==> src/rtl/thread_scheduler.sv <==
// Scheduler side of the context-cache interface: requests waiting threads under
// execution credits and stages the returned contexts in a FWFT FIFO for execute.
module thread_scheduler #(
    parameter int ID_W         = 6,
    parameter int CTX_W        = 512,
    parameter int MAX_INFLIGHT = 4,
    parameter int FIFO_DEPTH   = 2
) (
    input  logic             clk,
    input  logic             rst_n,
    input  logic             sched_enable,
    input  logic [ID_W-1:0]  waiting_thread_count,
    input  logic [ID_W-1:0]  waiting_next_id,
    input  logic [ID_W-1:0]  waiting_next_id2,
    output logic             requesting_thread,
    output logic [ID_W-1:0]  requested_thread_id,
    input  logic [CTX_W-1:0] requested_thread_ret,
    input  logic [ID_W-1:0]  out_thread_id,
    output logic             exec_valid,
    input  logic             exec_ready,
    output logic [CTX_W-1:0] exec_thread,
    output logic [ID_W-1:0]  exec_id,
    input  logic             done_valid,
    output logic [ID_W-1:0]  inflight_count,
    output logic             err_credit
);

    localparam int              AW      = (FIFO_DEPTH > 1) ? $clog2(FIFO_DEPTH) : 1;
    localparam logic [ID_W-1:0] DEPTH_V = ID_W'(FIFO_DEPTH);
    localparam logic [ID_W-1:0] MAX_V   = ID_W'(MAX_INFLIGHT);

    logic [CTX_W-1:0] ctx_mem [FIFO_DEPTH];
    logic [ID_W-1:0]  id_mem  [FIFO_DEPTH];
    logic [AW-1:0]    wr_ptr;
    logic [AW-1:0]    rd_ptr;
    logic [ID_W-1:0]  fifo_count;
    logic             ret_pending;

    logic             issue;
    logic [ID_W-1:0]  next_id;
    logic             cnt_ok;
    logic             credit_ok;
    logic             room_ok;
    logic             fifo_full;
    logic             do_pop;
    logic             do_push;

    assign exec_valid  = (fifo_count != '0);
    assign exec_thread = ctx_mem[rd_ptr];
    assign exec_id     = id_mem[rd_ptr];
    assign fifo_full   = (fifo_count == DEPTH_V);
    assign do_pop      = exec_valid && exec_ready;
    assign do_push     = ret_pending && (!fifo_full || do_pop);

    // A request already on the wire has consumed the queue head and a credit, but
    // the cache inputs and inflight_count only reflect it one edge later.
    always_comb begin
        next_id   = requesting_thread ? waiting_next_id2 : waiting_next_id;
        cnt_ok    = waiting_thread_count > ID_W'(requesting_thread);
        credit_ok = (inflight_count + ID_W'(requesting_thread)) < MAX_V;
        room_ok   = (fifo_count + ID_W'(requesting_thread) + ID_W'(ret_pending)) < DEPTH_V;
        issue     = sched_enable && cnt_ok && credit_ok && room_ok;
    end

    always_ff @(posedge clk or negedge rst_n) begin
        if (!rst_n) begin
            requesting_thread   <= 1'b0;
            requested_thread_id <= '0;
            ret_pending         <= 1'b0;
            inflight_count      <= '0;
            err_credit          <= 1'b0;
        end else begin
            requesting_thread <= issue;
            if (issue) begin
                requested_thread_id <= next_id;
            end
            ret_pending <= requesting_thread;
            case ({requesting_thread, done_valid})
                2'b10: inflight_count <= inflight_count + ID_W'(1);
                2'b01: begin
                    if (inflight_count == '0) begin
                        err_credit <= 1'b1;
                    end else begin
                        inflight_count <= inflight_count - ID_W'(1);
                    end
                end
                default: inflight_count <= inflight_count;
            endcase
        end
    end

    always_ff @(posedge clk or negedge rst_n) begin
        if (!rst_n) begin
            for (int i = 0; i < FIFO_DEPTH; i++) begin
                ctx_mem[i] <= '0;
                id_mem[i]  <= '0;
            end
            wr_ptr     <= '0;
            rd_ptr     <= '0;
            fifo_count <= '0;
        end else begin
            if (do_push) begin
                ctx_mem[wr_ptr] <= requested_thread_ret;
                id_mem[wr_ptr]  <= out_thread_id;
                wr_ptr          <= wr_ptr + AW'(1);
            end
            if (do_pop) begin
                rd_ptr <= rd_ptr + AW'(1);
            end
            fifo_count <= fifo_count + ID_W'(do_push) - ID_W'(do_pop);
        end
    end

endmodule
==> config.mk <==
export PLATFORM = sky130hd
export DESIGN_NAME = thread_scheduler
export DESIGN_NICKNAME = d
export VERILOG_FILES = /design/src/rtl/thread_scheduler.sv
export SDC_FILE = /design/constraint.sdc
export NUM_CORES = 1
export LEC_CHECK = 0
export ABC_AREA = 1
export BUFFER_PORTS_ARGS = -buffer_cell sky130_fd_sc_hd__buf_4
export CAP_MARGIN = 20
export CORE_ASPECT_RATIO = 0.6
export CORE_MARGIN = 8
export CORE_UTILIZATION = 30
export CTS_CLUSTER_SIZE = 20
export DETAILED_ROUTE_END_ITERATION = 10
export GPL_ROUTABILITY_DRIVEN = 1
export PLACE_DENSITY = 0.49
export SETUP_SLACK_MARGIN = 0.3
export SLEW_MARGIN = 20
export SYNTH_ARGS = -nofsm -noshare
export SYNTH_HDL_FRONTEND = slang
export SYNTH_SLANG_ARGS = --single-unit
==> constraint.sdc <==
create_clock -name clk -period 2.4 [get_ports clk]
set_input_delay 0.72 -clock clk [delete_from_list [all_inputs] [get_ports clk]]
set_output_delay 0.72 -clock clk [all_outputs]
set_load 0.01 [all_outputs]
==> flow_summary.rst <==
.. list-table::
   :header-rows: 1

   * - Metric
     - Value
   * - Outcome
     - finished with violations
   * - Failing checks
     - setup timing
   * - RD Place Congestion
     - roughly 0.81
   * - Power per cell area
     - 938.0 mW/mm^2
   * - H-tree depth
     - 3
   * - Stage delay of the slowest cell on the critical path
     - ~0.54 ns
   * - Pins over their slew limit
     - 0
   * - Initial DRC count
     - approximately 2900
   * - Most frequent cells after synthesis
     - nand2_1 (2544), dfrtp_1 (1059), o21ai_0 (776)
   * - Most used routing layer in global routing
     - met2
   * - Post-synth design cell area
     - 0.04690 mm^2
   * - Fin crit share
     - 121.5%
   * - Share of async-settable or async-resettable flops after synthesis
     - 100.0%
   * - Die width
     - between 500 and 600 um
   * - Worst hold path type
     - primary input to flop
   * - Share of the core filled with cells
     - 42.14%
   * - Core Rows
     - between 100 and 150
   * - Synthesis-to-layout area growth
     - 39.64%
   * - Maximum VDD drop
     - 574.8 uV
   * - Final setup violation count
     - 519
   * - Vias per Instance
     - 4.496
   * - Final routed wirelength across all metal layers
     - approximately 170000 um
   * - Fraction of layout cells with a size suffix above 1
     - 29.11%
   * - Critical Path AT
     - 2.20 ns
   * - Yosys warnings
     - 0
   * - Main area contributors after synthesis
     - dfrtp_1 (57%), nand2_1 (20%), o21ai_0 (8.3%)
   * - Critical path class
     - flop to output port
   * - Rel. slew slack
     - 55.15%
   * - Average footprint of a synthesized cell
     - 8.201 um^2
   * - Final clock skew
     - 0.02417 ns
   * - Overall global routing resource usage
     - about a fifth
   * - Most area-hungry cell type in the Yosys netlist
     - dfrtp_1
   * - Final critical-path required period
     - ~3 ns
   * - Post-synth EDFFs
     - 0
   * - Critical path endpoint category
     - output port
   * - Cell type of the slowest stage on the worst timing path
     - dfrtp_4
   * - Clock Root Buffer
     - clkbuf_16
   * - Final Hold Viols
     - 0
   * - Top-area cell type share of the netlist area
     - between 50 and 60%
   * - Chain of cells forming the critical path
     - buf_4 > buf_16 > clkbuf_16 > nand2_1 > nand2_1 > buf_4
   * - Number of CTS-inserted buffers
     - 107
   * - Effective utilization at floorplan
     - 30.18%
   * - Slew @ Worst Pin
     - a little under 0.7 ns
   * - Total Die Area
     - 0.1697 mm^2
   * - Area of the placeable core
     - between 0.15 and 0.2 mm^2
   * - Routed length per placed instance
     - 19.40 um
   * - Worst path top cell family by delay
     - buffers and inverters
   * - Drt drc
     - 0
   * - TritonCTS sink count
     - 1059
   * - Total Nets Final
     - approximately 7400
   * - Origin of the critical flop-to-flop path
     - fifo_count[4]$_DFF_PN0_
   * - GR Overflow Total
     - 0
   * - Number of cells produced by synthesis
     - ~5700
   * - First drt pass iteration count
     - 6
   * - Largest net degree at the start of global routing
     - 83
   * - Number of antenna violations at the first check in global routing
     - 17
   * - Met3 Resource Use GR
     - under 10%
   * - Total number of vias
     - just over 40000
   * - Flop2flop setup slack
     - roughly 0.040 ns
   * - Nature of the critical path startpoint
     - flop
   * - Synthesis-stage register bit count
     - around 1100
   * - Peak clock frequency supported by timing
     - roughly 340 MHz
   * - RSZ-0062 raised after global routing
     - true
   * - Net count after synthesis
     - ~6300
   * - Number of buffer and inverter stages on the critical path
     - 4
   * - Count of buffers from port buffering
     - around 1100
   * - TritonCTS clock tree
     - built
   * - Distinct cells, synth
     - 34
   * - Clock latency of the later-clocked register in the worst-skew pair
     - ~0.70 ns
   * - Critical path peak fanout
     - 30
   * - Post-route cell area
     - 0.06549 mm^2
   * - Terminus of the critical flop-to-flop path
     - fifo_count[4]$_DFF_PN0_
   * - Final-layout setup total negative slack
     - -223.59 ns
   * - IO Pins
     - roughly 1100
   * - Worst hold-check slack
     - roughly 0.28 ns
   * - Hold Path Origin
     - requested_thread_ret[294]
   * - Dominant register cell in the synthesized netlist
     - dfrtp_1
   * - Sink of the worst hold path
     - ctx_mem[806]$_DFFE_PN0P_
   * - Clock edge transition at the registers on the reported setup and hold paths
     - about 0.06 ns
   * - Final HPWL DP
     - roughly 120000 um
   * - Y dimension of the die
     - approximately 320 um
   * - Wire length of the first global-routing pass
     - between 200000 and 300000 um
   * - WP data required
     - about 1.7 ns
   * - Vias in the first global route
     - 39750
   * - Placed cell areas
     - just under 0.06 mm^2
   * - Dominant cell by count in the synthesized netlist
     - nand2_1
   * - DRT antenna net count
     - 0
   * - Post-route setup slack
     - -0.5156 ns
   * - Depth of the most critical reg-to-reg path
     - 15
   * - Routing usage on met1
     - between 20% and 30%
   * - Total power consumption of the routed design
     - just over 60 mW
   * - Seq/Total Area, Yosys
     - a little under three fifths
   * - Number of buffers on the longest clock path
     - 3
   * - Max-cap violation count
     - 0
   * - Met2 Usage GRT
     - between 30% and 40%
   * - Cell depth of the worst min-delay path
     - 3
   * - Leakage Power
     - about 35 nW
[final cells by class]
type	instances	area (um^2)
diodes	12	30.03
flip-flops and latches	1059	26500
well taps	2052	2567
fillers	15660	89920
clock inverters	33	397.9
repair buffers	1359	13110
clock buffers	163	3202
inverters	539	2036
multi-input cells	3775	17650
[report_power, final]
| part | internal [mW] | total (mW) | switching (mW) | leakage, nW |
|---|---|---|---|---|
| clock network | 9.96 | 17.4 | 7.47 | 1.79 |
| logic | 10.1 | 21.6 | 11.5 | 18.7 |
| registers | 20.6 | 22.4 | 1.78 | 14.7 |
[stage by stage]
| step | setup slack [ns] | std cells |
|---|---|---|
| floorplan | 0.1908 | 5719 |
| global placement | 0.007878 | 8699 |
| detailed placement | 0.05719 | 8699 |
| CTS | -0.6148 | 8939 |
| global route | -0.6395 | 8991 |
| finish | -0.5156 | 8992 |
[flip-flops by register name, indices dropped and copies added, names as in the netlist]
register             cells
err_credit               1
id_mem                  12
ret_pending              1
requesting_thread        1
rd_ptr                   1
ctx_mem               1024
requested_thread_id      6
fifo_count               6
inflight_count           6
wr_ptr                   1
[layout by cell type (no fill, tap or decap), types with 20 or more instances in the layout]
cell type | Yosys | final
buf_4 | 10 | 1061
clkinv_2 | 0 | 20
clkbuf_1 | 184 | 28
o21ai_0 | 776 | 776
inv_1 | 538 | 536
clkbuf_16 | 0 | 138
o21ai_2 | 110 | 110
clkbuf_8 | 0 | 25
buf_12 | 13 | 84
buf_6 | 23 | 137
o21ai_1 | 153 | 153
buf_16 | 0 | 39
nand2_1 | 2544 | 2291
dfrtp_1 | 1059 | 1058
nand2_2 | 111 | 273
nand2_4 | 1 | 92
[logic make-up (layout without fill, tap and decap cells)]
group,after synthesis,in the layout,synth area share (%)
AND/OR/NAND/NOR,2694,2694,22.34
flip-flops,1059,1059,56.50
AO/OA/AOI/OAI,1050,1050,12.10
buffers and inverters,885,2094,8.302
adder cells (fa/ha/maj),19,19,0.5389
XOR/XNOR,12,12,0.2241
other,0,12,0
[worst max path at each step]
stage / startpoint / end / slack [ns] / depth (start not counted)
5_1_grt: rd_ptr$_DFFE_PN0N_ / exec_thread[352] / -0.64 / 8
3_5_place_dp: fifo_count[4]$_DFF_PN0_ / fifo_count[4]$_DFF_PN0_ / 0.06 / 15
4_1_cts: rd_ptr$_DFFE_PN0N_ / exec_thread[197] / -0.61 / 6
2_1_floorplan: fifo_count[3]$_DFF_PN0_ / fifo_count[4]$_DFF_PN0_ / 0.19 / 15
6_report: rd_ptr$_DFFE_PN0N_ / exec_thread[235] / -0.52 / 6
3_3_place_gp: fifo_count[4]$_DFF_PN0_ / fifo_count[4]$_DFF_PN0_ / 0.008 / 15
[worst register-to-register path, stage by stage (launching register included)]
cell	delay, ns
dfrtp_1	0.39
inv_1	0.09
ha_1	0.17
nand2_2	0.07
nor2_4	0.16
nand2_4	0.07
nand2_4	0.08
nand3_4	0.06
nand3_2	0.06
nand2_1	0.05
ha_2	0.18
fa_2	0.36
a21oi_2	0.16
nor2_1	0.06
nor2_1	0.14
xor2_1	0.16
[per-layer routing]
| metal | vias to the layer above | wire length (um) |
|---|---|---|
| met5 | - | 41 |
| met4 | 6 | 4231 |
| met3 | 194 | 8077 |
| met2 | 918 | 83720 |
| met1 | 19380 | 78340 |
| li1 | 19930 | - |
[what timing repair did]
| action | CTS | global route |
|---|---|---|
| gates cloned | 20 | 29 |
| hold buffers | 1 | 0 |
| endpoints found under the hold margin | 17 | 0 |
| pin swaps | 9 | 63 |
| setup endpoints to repair | 1373 | 1548 |
| gates resized for setup | 181 | 378 |
| setup buffers | 23 | 12 |
(Power assumes the default switching activity.)
